File: src/rtl/mfp_adc_max10_sequencer_if.sv
// Avalon-ST command/response channel pair between the sequencer and the MAX10 modular ADC.
interface mfp_adc_max10_sequencer_if;
  logic        ADC_C_Valid;
  logic [4:0]  ADC_C_Channel;
  logic        ADC_C_SOP;
  logic        ADC_C_EOP;
  logic        ADC_C_Ready;
  logic        ADC_R_Valid;
  logic [4:0]  ADC_R_Channel;
  logic [11:0] ADC_R_Data;

  modport master (
    output ADC_C_Valid, ADC_C_Channel, ADC_C_SOP, ADC_C_EOP,
    input  ADC_C_Ready, ADC_R_Valid, ADC_R_Channel, ADC_R_Data
  );

  modport slave (
    input  ADC_C_Valid, ADC_C_Channel, ADC_C_SOP, ADC_C_EOP,
    output ADC_C_Ready, ADC_R_Valid, ADC_R_Channel, ADC_R_Data
  );
endinterface

File: src/rtl/mfp_adc_max10_sequencer.sv
// Sweeps enabled ADC slots in ascending order, one command/response at a time,
// and keeps the latest 12-bit sample of each slot in a readable result bank.
module mfp_adc_max10_sequencer #(
  parameter int unsigned N_CH    = 8,
  parameter int unsigned CH_BASE = 1,
  parameter int unsigned TIMEOUT = 1023
) (
  input  logic                        clk,
  input  logic                        rst,
  mfp_adc_max10_sequencer_if.master   adc,
  input  logic [N_CH-1:0]             ch_enable,
  input  logic                        continuous,
  input  logic                        start,
  input  logic [$clog2(N_CH)-1:0]     rd_slot,
  output logic [11:0]                 rd_data,
  output logic [N_CH-1:0]             res_fresh,
  input  logic [N_CH-1:0]             fresh_clr,
  output logic                        busy,
  output logic                        sweep_done,
  output logic                        err_timeout,
  output logic                        err_channel
);

  localparam int unsigned SW = $clog2(N_CH);
  localparam int unsigned PW = SW + 1;
  localparam int unsigned CW = $clog2(TIMEOUT + 1);

  typedef enum logic [2:0] {
    S_IDLE,
    S_SELECT,
    S_CMD,
    S_WAIT_RSP,
    S_DONE
  } state_t;

  state_t                 state_q, state_d;
  logic [N_CH-1:0]        mask_q, mask_d;
  logic [PW-1:0]          ptr_q, ptr_d;
  logic [SW-1:0]          cur_q, cur_d;
  logic [CW-1:0]          tmo_q, tmo_d;
  logic                   valid_q, valid_d;
  logic [4:0]             chan_q, chan_d;
  logic [N_CH-1:0][11:0]  res_q, res_d;
  logic [N_CH-1:0]        fresh_q, fresh_d;
  logic                   busy_q, busy_d;
  logic                   done_q, done_d;
  logic                   err_t_q, err_t_d;
  logic                   err_c_q, err_c_d;

  logic                   found_c;
  logic [SW-1:0]          pick_c;

  // Lowest enabled slot at or above the pointer; descending scan so the lowest wins.
  always_comb begin
    found_c = 1'b0;
    pick_c  = '0;
    for (int i = N_CH - 1; i >= 0; i--) begin
      if (mask_q[i] && (PW'(i) >= ptr_q)) begin
        found_c = 1'b1;
        pick_c  = SW'(i);
      end
    end
  end

  always_comb begin
    state_d = state_q;
    mask_d  = mask_q;
    ptr_d   = ptr_q;
    cur_d   = cur_q;
    tmo_d   = tmo_q;
    valid_d = valid_q;
    chan_d  = chan_q;
    res_d   = res_q;
    fresh_d = fresh_q & ~fresh_clr;
    err_t_d = err_t_q;
    err_c_d = err_c_q;

    case (state_q)
      S_IDLE: begin
        if (start || continuous) begin
          mask_d  = ch_enable;
          ptr_d   = '0;
          state_d = (ch_enable == '0) ? S_DONE : S_SELECT;
        end
      end
      S_SELECT: begin
        if (found_c) begin
          cur_d   = pick_c;
          chan_d  = 5'(CH_BASE) + 5'(pick_c);
          valid_d = 1'b1;
          state_d = S_CMD;
        end else begin
          state_d = S_DONE;
        end
      end
      S_CMD: begin
        if (adc.ADC_C_Ready) begin
          valid_d = 1'b0;
          tmo_d   = '0;
          state_d = S_WAIT_RSP;
        end
      end
      S_WAIT_RSP: begin
        // chan_q still holds the commanded channel, so it doubles as the expected response tag.
        if (adc.ADC_R_Valid && (adc.ADC_R_Channel == chan_q)) begin
          res_d[cur_q]   = adc.ADC_R_Data;
          fresh_d[cur_q] = 1'b1;
          ptr_d          = PW'(cur_q) + PW'(1);
          state_d        = S_SELECT;
        end else begin
          if (adc.ADC_R_Valid) begin
            err_c_d = 1'b1;
          end
          if (tmo_q == CW'(TIMEOUT)) begin
            err_t_d = 1'b1;
            ptr_d   = PW'(cur_q) + PW'(1);
            state_d = S_SELECT;
          end else begin
            tmo_d = tmo_q + CW'(1);
          end
        end
      end
      S_DONE: begin
        ptr_d = '0;
        if (continuous) begin
          mask_d  = ch_enable;
          state_d = S_SELECT;
        end else begin
          state_d = S_IDLE;
        end
      end
      default: state_d = S_IDLE;
    endcase

    busy_d = (state_d != S_IDLE);
    done_d = (state_d == S_DONE);
  end

  always_ff @(posedge clk) begin
    if (rst) begin
      state_q <= S_IDLE;
      mask_q  <= '0;
      ptr_q   <= '0;
      cur_q   <= '0;
      tmo_q   <= '0;
      valid_q <= 1'b0;
      chan_q  <= '0;
      res_q   <= '0;
      fresh_q <= '0;
      busy_q  <= 1'b0;
      done_q  <= 1'b0;
      err_t_q <= 1'b0;
      err_c_q <= 1'b0;
    end else begin
      state_q <= state_d;
      mask_q  <= mask_d;
      ptr_q   <= ptr_d;
      cur_q   <= cur_d;
      tmo_q   <= tmo_d;
      valid_q <= valid_d;
      chan_q  <= chan_d;
      res_q   <= res_d;
      fresh_q <= fresh_d;
      busy_q  <= busy_d;
      done_q  <= done_d;
      err_t_q <= err_t_d;
      err_c_q <= err_c_d;
    end
  end

  assign adc.ADC_C_Valid   = valid_q;
  assign adc.ADC_C_SOP     = valid_q;
  assign adc.ADC_C_EOP     = valid_q;
  assign adc.ADC_C_Channel = chan_q;

  assign rd_data     = res_q[rd_slot];
  assign res_fresh   = fresh_q;
  assign busy        = busy_q;
  assign sweep_done  = done_q;
  assign err_timeout = err_t_q;
  assign err_channel = err_c_q;

endmodule
File: src/flat_wrapper.sv
// flat-port wrapper written by rule: the top's interface ports become plain ports
module mfp_adc_max10_sequencer_flat 
#(
  parameter int unsigned N_CH    = 8,
  parameter int unsigned CH_BASE = 1,
  parameter int unsigned TIMEOUT = 1023
)
  (clk, rst, ch_enable, continuous, start, rd_slot, rd_data, res_fresh, fresh_clr, busy, sweep_done, err_timeout, err_channel, adc_ADC_C_Valid, adc_ADC_C_Channel, adc_ADC_C_SOP, adc_ADC_C_EOP, adc_ADC_C_Ready, adc_ADC_R_Valid, adc_ADC_R_Channel, adc_ADC_R_Data);
  mfp_adc_max10_sequencer_if adc_i ();
  input  logic clk;
  input  logic rst;
  input  logic [N_CH-1:0] ch_enable;
  input  logic continuous;
  input  logic start;
  input  logic [$clog2(N_CH)-1:0] rd_slot;
  output logic [11:0] rd_data;
  output logic [N_CH-1:0] res_fresh;
  input  logic [N_CH-1:0] fresh_clr;
  output logic busy;
  output logic sweep_done;
  output logic err_timeout;
  output logic err_channel;
  output wire logic [$bits(adc_i.ADC_C_Valid)-1:0] adc_ADC_C_Valid;
  output wire logic [$bits(adc_i.ADC_C_Channel)-1:0] adc_ADC_C_Channel;
  output wire logic [$bits(adc_i.ADC_C_SOP)-1:0] adc_ADC_C_SOP;
  output wire logic [$bits(adc_i.ADC_C_EOP)-1:0] adc_ADC_C_EOP;
  input wire logic [$bits(adc_i.ADC_C_Ready)-1:0] adc_ADC_C_Ready;
  input wire logic [$bits(adc_i.ADC_R_Valid)-1:0] adc_ADC_R_Valid;
  input wire logic [$bits(adc_i.ADC_R_Channel)-1:0] adc_ADC_R_Channel;
  input wire logic [$bits(adc_i.ADC_R_Data)-1:0] adc_ADC_R_Data;
  assign adc_ADC_C_Valid = adc_i.ADC_C_Valid;
  assign adc_ADC_C_Channel = adc_i.ADC_C_Channel;
  assign adc_ADC_C_SOP = adc_i.ADC_C_SOP;
  assign adc_ADC_C_EOP = adc_i.ADC_C_EOP;
  assign adc_i.ADC_C_Ready = adc_ADC_C_Ready;
  assign adc_i.ADC_R_Valid = adc_ADC_R_Valid;
  assign adc_i.ADC_R_Channel = adc_ADC_R_Channel;
  assign adc_i.ADC_R_Data = adc_ADC_R_Data;
  mfp_adc_max10_sequencer #(.N_CH(N_CH), .CH_BASE(CH_BASE), .TIMEOUT(TIMEOUT)) u_core (.clk(clk), .rst(rst), .adc(adc_i), .ch_enable(ch_enable), .continuous(continuous), .start(start), .rd_slot(rd_slot), .rd_data(rd_data), .res_fresh(res_fresh), .fresh_clr(fresh_clr), .busy(busy), .sweep_done(sweep_done), .err_timeout(err_timeout), .err_channel(err_channel));
endmodule
File: config.mk
export PLATFORM = sky130hd
export DESIGN_NAME = mfp_adc_max10_sequencer_flat
export DESIGN_NICKNAME = d
export VERILOG_FILES = /design/src/rtl/mfp_adc_max10_sequencer_if.sv /design/src/rtl/mfp_adc_max10_sequencer.sv /design/src/flat_wrapper.sv
export SDC_FILE = /design/constraint.sdc
export NUM_CORES = 1
export LEC_CHECK = 0
export ABC_AREA = 1
export CAP_MARGIN = 20
export CORE_UTILIZATION = 30
export DETAILED_ROUTE_END_ITERATION = 10
export MAX_ROUTING_LAYER = met4
export PLACE_DENSITY = 0.61
export REMOVE_ABC_BUFFERS = 1
export SLEW_MARGIN = 20
export SYNTH_ARGS = -nofsm -noshare
export SYNTH_HDL_FRONTEND = slang
export SYNTH_SLANG_ARGS = --single-unit
File: constraint.sdc
create_clock -name clk -period 1.62 [get_ports clk]
set_clock_uncertainty 0.2 [all_clocks]
set_input_delay 0.243 -clock clk [delete_from_list [all_inputs] [get_ports clk]]
set_output_delay 0.243 -clock clk [all_outputs]
set_load 0.02 [all_outputs]
==> impl_results.md, run 1 <==
* Largest area contributor in the netlist: dfxtp_1
* Tcrit/Tclk final at 1.19
* IO Pins at 74
* Time the worst path needs with I/O delays and setup at 1.93 ns
* Outcome: finished with violations
* Synth Area in Compound Gates at 0.168
* Slew Limit Fails at 0
* VDD IR max at 0.774 mV
* Max-cap violations at 0
* DR vias at 7576
* Diode count at 0
* Finished Cell Area at 10600 sq um
* Hold depth at 4
* Routed WL per cell at 16.5 um
* FP Rows at 54
* Total power at 13400 uW
* Total die area at 23100 sq um
* Die Ht at 152 um
* Global-route wire length before repair at 35.4 mm
* Sequential share of the synthesized area at 0.419
* Residual DRC at 7
* Largest net degree at the start of global routing at 52
* Worst-Skew Late Latency at 0.43 ns
* Post-layout util at 0.485
* Req. time, crit path at 1.18 ns
* Leakage power at 0.00438 uW
* Clk sinks at 141
* Post-Synth Adder-Cell Area at 0.00557
* Syn_area_per_cell at 6.97 sq um
* Reg clk slew, reported paths at 0.06 ns
* P&R area growth vs syn at 57.8%
* Hold_buf cts at 0
* Synth area leaders: dfxtp_1 (42%), nor2_1 (13%), o21ai_0 (9.1%)
* Mapped cell area at 6740 sq um
* Seq cells post-synth at 141
* DP HPWL at 13.7 mm
* Die Width at 152 um
* Max Buffers Root-to-Sink at 2
* R2R depth at 12
* Gate Count Post-Synth at 968
* Clk root buf: clkbuf_16
* Initial Util at 0.307
* Number of antenna violations at the first check in global routing at 0
* Post-synthesis xor/xnor area fraction at 0.00909
* Total CTS buffers at 17
* Max Clk Rate at 519 MHz
* Final hold vios at 0
* Crit path max fanout at 2
* Distinct cells, synth at 32
* HP Class: input port to flop
* Gr usage total at 0.196
* Ratio of cells with drive above 1 in the final layout at 0.377
* CP arrival at 1.48 ns
* Syn. warnings at 0
* Drt total wl at 23.7 mm
* Placed instance area at 8580 sq um
* R2R Setup Slk at -0.30 ns
* Core region area at 22000 sq um
* Yosys top cell area share at 0.419
* ANT nets after route at 0
* Starting DRT DRC Count at 599
* WS Path Type: flop to output port
* Largest family of logic cells by synthesized area: simple AND/OR/NAND/NOR gates
* CTS tree: yes
* Simple-gate share of the synthesized area at 0.305
* Max_slew headroom at 0.657
* CP Launch Type: flop
* Nets at 1187
* IO buf count at 72
* RR Startpoint: u_core.state_q[0]
* Pwr dens at 1260 nW/um^2
* Final Setup Violations at 145
* Unrepaired setup endpoints after global routing: yes
* Hold Crit Start: fresh_clr[6]
* Hold endpoint: u_core.res_fresh[6]
* Grt ovf at 0
* # H-tree levels at 4
* Vias per std cell at 5.28
* Worst-Margin Slew at 0.512 ns
* GPL Wtd Cong at 0.844
* Critical Path End Type: output port
* Violated checks: design-rule violations, negative setup slack
* Mux contribution to synthesized area at 0
* Vias in the first global route at 6883
* First-pass DRT Iterations at 8
* Final WS setup at -0.308 ns
* Worst R2R End: u_core.tmo_q[1]
state kept, by name, indices dropped and copies added (netlist names):
register,flops
u_core.res_q,96
u_core.adc.ADC_C_EOP,1
u_core.ptr_q,4
u_core.state_q,3
u_core.busy,1
u_core.res_fresh,8
u_core.mask_q,8
u_core.adc.ADC_C_Channel,4
u_core.err_channel,1
u_core.sweep_done,1
u_core.cur_q,3
u_core.tmo_q,10
u_core.err_timeout,1
critical path: stages, from the launching register on:
cell and delay (ns):
dfxtp_2 0.34, nor2_2 0.04, o32ai_2 0.24, nor2_1 0.07, a31oi_1 0.19, buf_4 0.18
cell usage after synthesis:
master	instances
nor3_4	2
or2_1	1
nand4_2	1
clkinv_1	4
nor3_2	6
nor3b_1	2
o211ai_1	12
conb_1	1
inv_2	2
o21ai_0	123
nand3_1	24
nor3_1	4
clkbuf_2	6
nor2_1	228
ha_1	3
xor2_1	7
nand4_1	5
o21a_1	2
nand3b_1	1
a21oi_1	32
nand2_1	91
buf_1	9
dfxtp_1	141
buf_2	14
o21ai_1	13
buf_4	5
nor4_1	86
inv_1	62
nand2_2	3
clkbuf_1	53
o32ai_1	12
a31oi_1	13
per-layer routing:
layer / wire length [um] / GRT usage
met1: 10400 / 0.253
met2: 11600 / 0.312
met3: 1250 / 0.0348
met4: 375 / 0.0598
met5: 0 / -
cells by family after synthesis:
family          Yosys count
xor+xnor                  7
flops                   141
other cells               1
compound gates          207
fa+ha+maj                 3
buf+inv                 155
simple gates            454
area by class of cell:
cell class / count / area (sq um)
Fill cell: 2048 / 11300
Multi-Input combinational cell: 672 / 4220
Sequential cell: 141 / 2880
Tap cell: 280 / 350
Clock inverter: 4 / 50.0
Inverter: 68 / 265
Clock buffer: 28 / 537
Timing Repair Buffer: 242 / 2340
through the flow:
stage | instances | setup slack, ns | hold slack, ns | setup TNS (ns)
2_1_floorplan | 881 | -2.02 | 0.112 | -214.86
3_3_place_gp | 1367 | -0.916 | 0.259 | -87.48
3_5_place_dp | 1367 | -0.944 | 0.262 | -91.67
4_1_cts | 1424 | -0.328 | 0.208 | -24.72
5_1_grt | 1435 | -0.414 | 0.241 | -46.68
6_report | 1435 | -0.308 | 0.209 | -33.77
power breakdown:
group / internal (uW) / total [uW] / switching [uW]
Sequential: 3730 / 3950 / 218
Clock: 2400 / 3910 / 1510
Combinational: 2360 / 5550 / 3190
Total: 8490 / 13400 / 4920
worst max path at each step:
stage | start | to | slack (ns) | cells past startpoint
2_1_floorplan | u_core.adc.ADC_C_Channel[3] | u_core.tmo_q[0] | -2.02 | 9
3_3_place_gp | rd_slot[1] | rd_data[5] | -0.92 | 7
6_report | u_core.res_q[11] | rd_data[11] | -0.31 | 5
3_5_place_dp | rd_slot[1] | rd_data[11] | -0.94 | 7
4_1_cts | u_core.res_q[23] | rd_data[11] | -0.33 | 5
5_1_grt | u_core.adc.ADC_C_Channel[2] | u_core.res_q[74] | -0.41 | 8
cells in the final DEF (no fill, tap or decap), types with 13 or more instances in the layout:
master and count:
buf_4 111, inv_1 49, o21ai_2 16, o21ai_1 58
nor2_1 203, buf_6 50, a21oi_2 20, a31oi_1 13
nand2_1 63, inv_2 13, dfxtp_2 29, o21ai_0 60
nand2_2 20, clkdlybuf4s50_1 39, nor2_2 15, nor4_2 31
nor4_1 55, dfxtp_1 107, clkbuf_16 18
timing repair:
item	CTS	global route
pin swaps	58	53
gates cloned	7	1
setup buffers	22	13
endpoints found under the setup margin	163	155
gates resized for setup	315	166
(Power assumes the default switching activity.)
==> run 2: changes to the inputs <==
- CTS_CLUSTER_DIAMETER: unset -> 80
==> results of run 2 <==
Same layout as run 1: the final DEF is identical, and so are final timing and power.
==> run 3: changes to the inputs <==
- SKIP_CTS_REPAIR_TIMING: unset -> 1
==> run 3 against run 2 <==
Net effect: the flow still finishes with violations (design-rule violations, negative setup slack); critical path depth rose by 3; non-clock buffer count down 17; clock power about the same; via count is 2.3% lower; worst hold slack gained 0.010 ns; global-route usage down 1.5 points; combinational power is 2% lower; die area unchanged; utilization grew 1.0 points.
==> impl_results.md, run 3 (same netlist as run 1, synthesis figures left out) <==
* IO buf count at 72 (unchanged)
* WS Path Type: flop to flop
* Number of antenna violations at the first check in global routing at 0 (unchanged)
* Sum Neg Setup Slack at -34.36 ns (-0.592 ns)
* Total die area at 23100 sq um (unchanged)
* Max Buffers Root-to-Sink at 2 (unchanged)
* GPL Wtd Cong at 0.844 (unchanged)
* Grt ovf at 0 (unchanged)
* Met1 usage at 0.239 (-0.0149)
* Final hold vios at 0 (unchanged)
* Diode count at 0 (unchanged)
* Unrepaired setup endpoints after global routing: yes
* Total CTS buffers at 17 (unchanged)
* Largest regs: u_core.res_q (96), u_core.tmo_q (10)
* DP HPWL at 13.7 mm (unchanged)
* Worst setup startpoint: u_core.adc.ADC_C_Channel[2]
* Drt total wl at 23.1 mm (-2.4%)
* RR Startpoint: u_core.adc.ADC_C_Channel[2]
* Clock power share at 0.294 (+0.003)
* First-pass DRT Iterations at 7 (-1)
* Time the worst path needs with I/O delays and setup at 1.96 ns (+0.0316 ns)
* Max-cap violations at 0 (unchanged)
* Net Switching at 4840 uW (-1.8%)
* Vias in the first global route at 6508 (-5.4%)
* FP Rows at 54 (unchanged)
* Critical Path End Type: flop
* Switching Fraction at 0.364 (-0.00326)
* HP Class: input port to flop
* Gr usage total at 0.182 (-0.0147)
* Routed WL per cell at 16.3 um (-1.3%)
* Critical Path End: u_core.res_q[2]
* CTS tree: yes
* Initial Util at 0.307 (unchanged)
* M2 GR Usage at 0.287 (-0.0254)
* VDD IR max at 0.869 mV (+12%)
* Violated checks: design-rule violations, negative setup slack
* P&R area growth vs syn at 61.2%
* CP arrival at 2.11 ns (+0.63 ns)
* Die Width at 152 um (unchanged)
* Largest Register: u_core.res_q
* Largest net degree at the start of global routing at 52 (unchanged)
* IO Pins at 74 (unchanged)
* Final WS setup at -0.339 ns (-0.0316 ns)
* # H-tree levels at 4 (unchanged)
* Core region area at 22000 sq um (unchanged)
* Busiest grt layer: met2
* R2R depth at 8 (-4)
* Clk root buf: clkbuf_16
* Max FFs per register at 96 (unchanged)
* Combinational Power Share at 0.409 (-0.005)
* Slew Limit Fails at 0 (unchanged)
* Nets at 1171 (-1.3%)
* Worst R2R End: u_core.res_q[2]
* Tcrit/Tclk final at 1.21 (+0.0195)
* Commonest non-fill, non-tap cell in the layout: nor2_1
* Starting DRT DRC Count at 526 (-12%)
* Sequential share of power at 0.297 (+0.003)
* Routing usage on met3 at 0.0314 (-0.00342)
* Global-route wire length before repair at 33.0 mm (-6.7%)
* DR vias at 7403 (-2.3%)
* Crit path max fanout at 5 (+3)
* Ratio of cells with drive above 1 in the final layout at 0.418 (+0.0404)
* Final Setup Violations at 140 (-3.4%)
* Clk sinks at 141 (unchanged)
* Register area at 2870 sq um (-0.17%)
* Req. time, crit path at 1.77 ns (+0.59 ns)
* Pwr dens at 1220 nW/um^2 (-3.0%)
* ANT nets after route at 0 (unchanged)
* Max Clk Rate at 510 MHz (-1.6%)
* Worst-Margin Slew at 0.517 ns (+0.00426 ns)
* R2R Setup Slk at -0.34 ns (-0.04 ns)
* Residual DRC at 7 (unchanged)
* Internal Power at 8450 uW (-0.39%)
* Outcome: finished with violations
* Reg clk slew, reported paths at 0.06 ns (about the same)
* Pre-CTS WS at -0.944 ns (unchanged)
* Most frequent cells in the layout: nor2_1 (203), dfxtp_1 (111), buf_4 (104)
* CP Launch Type: flop
* Multi-input combinational cell area at 4520 sq um (+7.2%)
* Worst-Skew Late Latency at 0.43 ns (about the same)
* Max_slew headroom at 0.654 (-0.00285)
* Fillers at 2015 (-1.6%)
* Vias per std cell at 5.22 (-1.2%)
* Leakage power at 0.00458 uW (+4.5%)
* Die Ht at 152 um (unchanged)
* Fin Hold WS at 0.219 ns (+0.0104 ns)
## run 3: cell count changes in the layout (fill, tap and decap cells not counted), sizes merged
cell,delta
dlygate4sd2,-12
clkdlybuf4s15,-3
nor2,+1
dlymetal6s2s,+20
buf,-21
bufbuf,-1
## run 3: metrics by stage
stage | std cells | total power (uW) | util | cell area [sq um]
3_5_place_dp | 1367 | 7680 | 0.391 | 8580
6_report | 1419 | 13300 | 0.495 | 10900
2_1_floorplan | 881 | 5640 | - | 6370
3_3_place_gp | 1367 | 7650 | 0.391 | 8580
4_1_cts | 1399 | 11600 | 0.417 | 9170
5_1_grt | 1419 | 13900 | 0.495 | 10900
## run 3: worst min path at each step
stage,endpoint,depth (start not counted),from
final,u_core.res_fresh[3],4,fresh_clr[3]
after global routing,u_core.res_fresh[4],4,fresh_clr[4]
after CTS,u_core.res_fresh[3],4,fresh_clr[3]
after detailed placement,u_core.err_timeout,1,u_core.err_timeout
after global placement,u_core.err_timeout,1,u_core.err_timeout
after floorplan,u_core.adc.ADC_C_Channel[0],1,rst
## run 3: cell type report
cell class | instances | area share
Clock buffer | 28 | 0.0494
Tap cell | 280 | 0.0322
Timing Repair Buffer | 225 | 0.209
Inverter | 68 | 0.0246
Sequential cell | 141 | 0.264
Multi-Input combinational cell | 673 | 0.416
Clock inverter | 4 | 0.00460
## run 3: power groups by stage
stage | clock network, uW | logic, uW | registers (uW)
after detailed placement | 0 | 3740 | 3940
after global routing | 4090 | 5810 | 3980
after floorplan | 0 | 1610 | 4030
after global placement | 0 | 3710 | 3940
after CTS | 3940 | 3760 | 3870
final | 3900 | 5440 | 3950
## run 3: worst max-delay path, cell delays in order, from the launching register on
cell and delay [ns]:
dfxtp_4 0.35, xor2_2 0.18, nor2_4 0.12, nand4_4 0.19
clkbuf_16 0.23, nor3_4 0.21, buf_6 0.19, o21ai_2 0.06
nor2_1 0.14
## run 3: layer usage
metal,vias to the layer above,share of wire
met1,3562,0.44
met5,-,0
met3,30,0.050
met4,0,0.013
met2,210,0.49
li1,3601,-
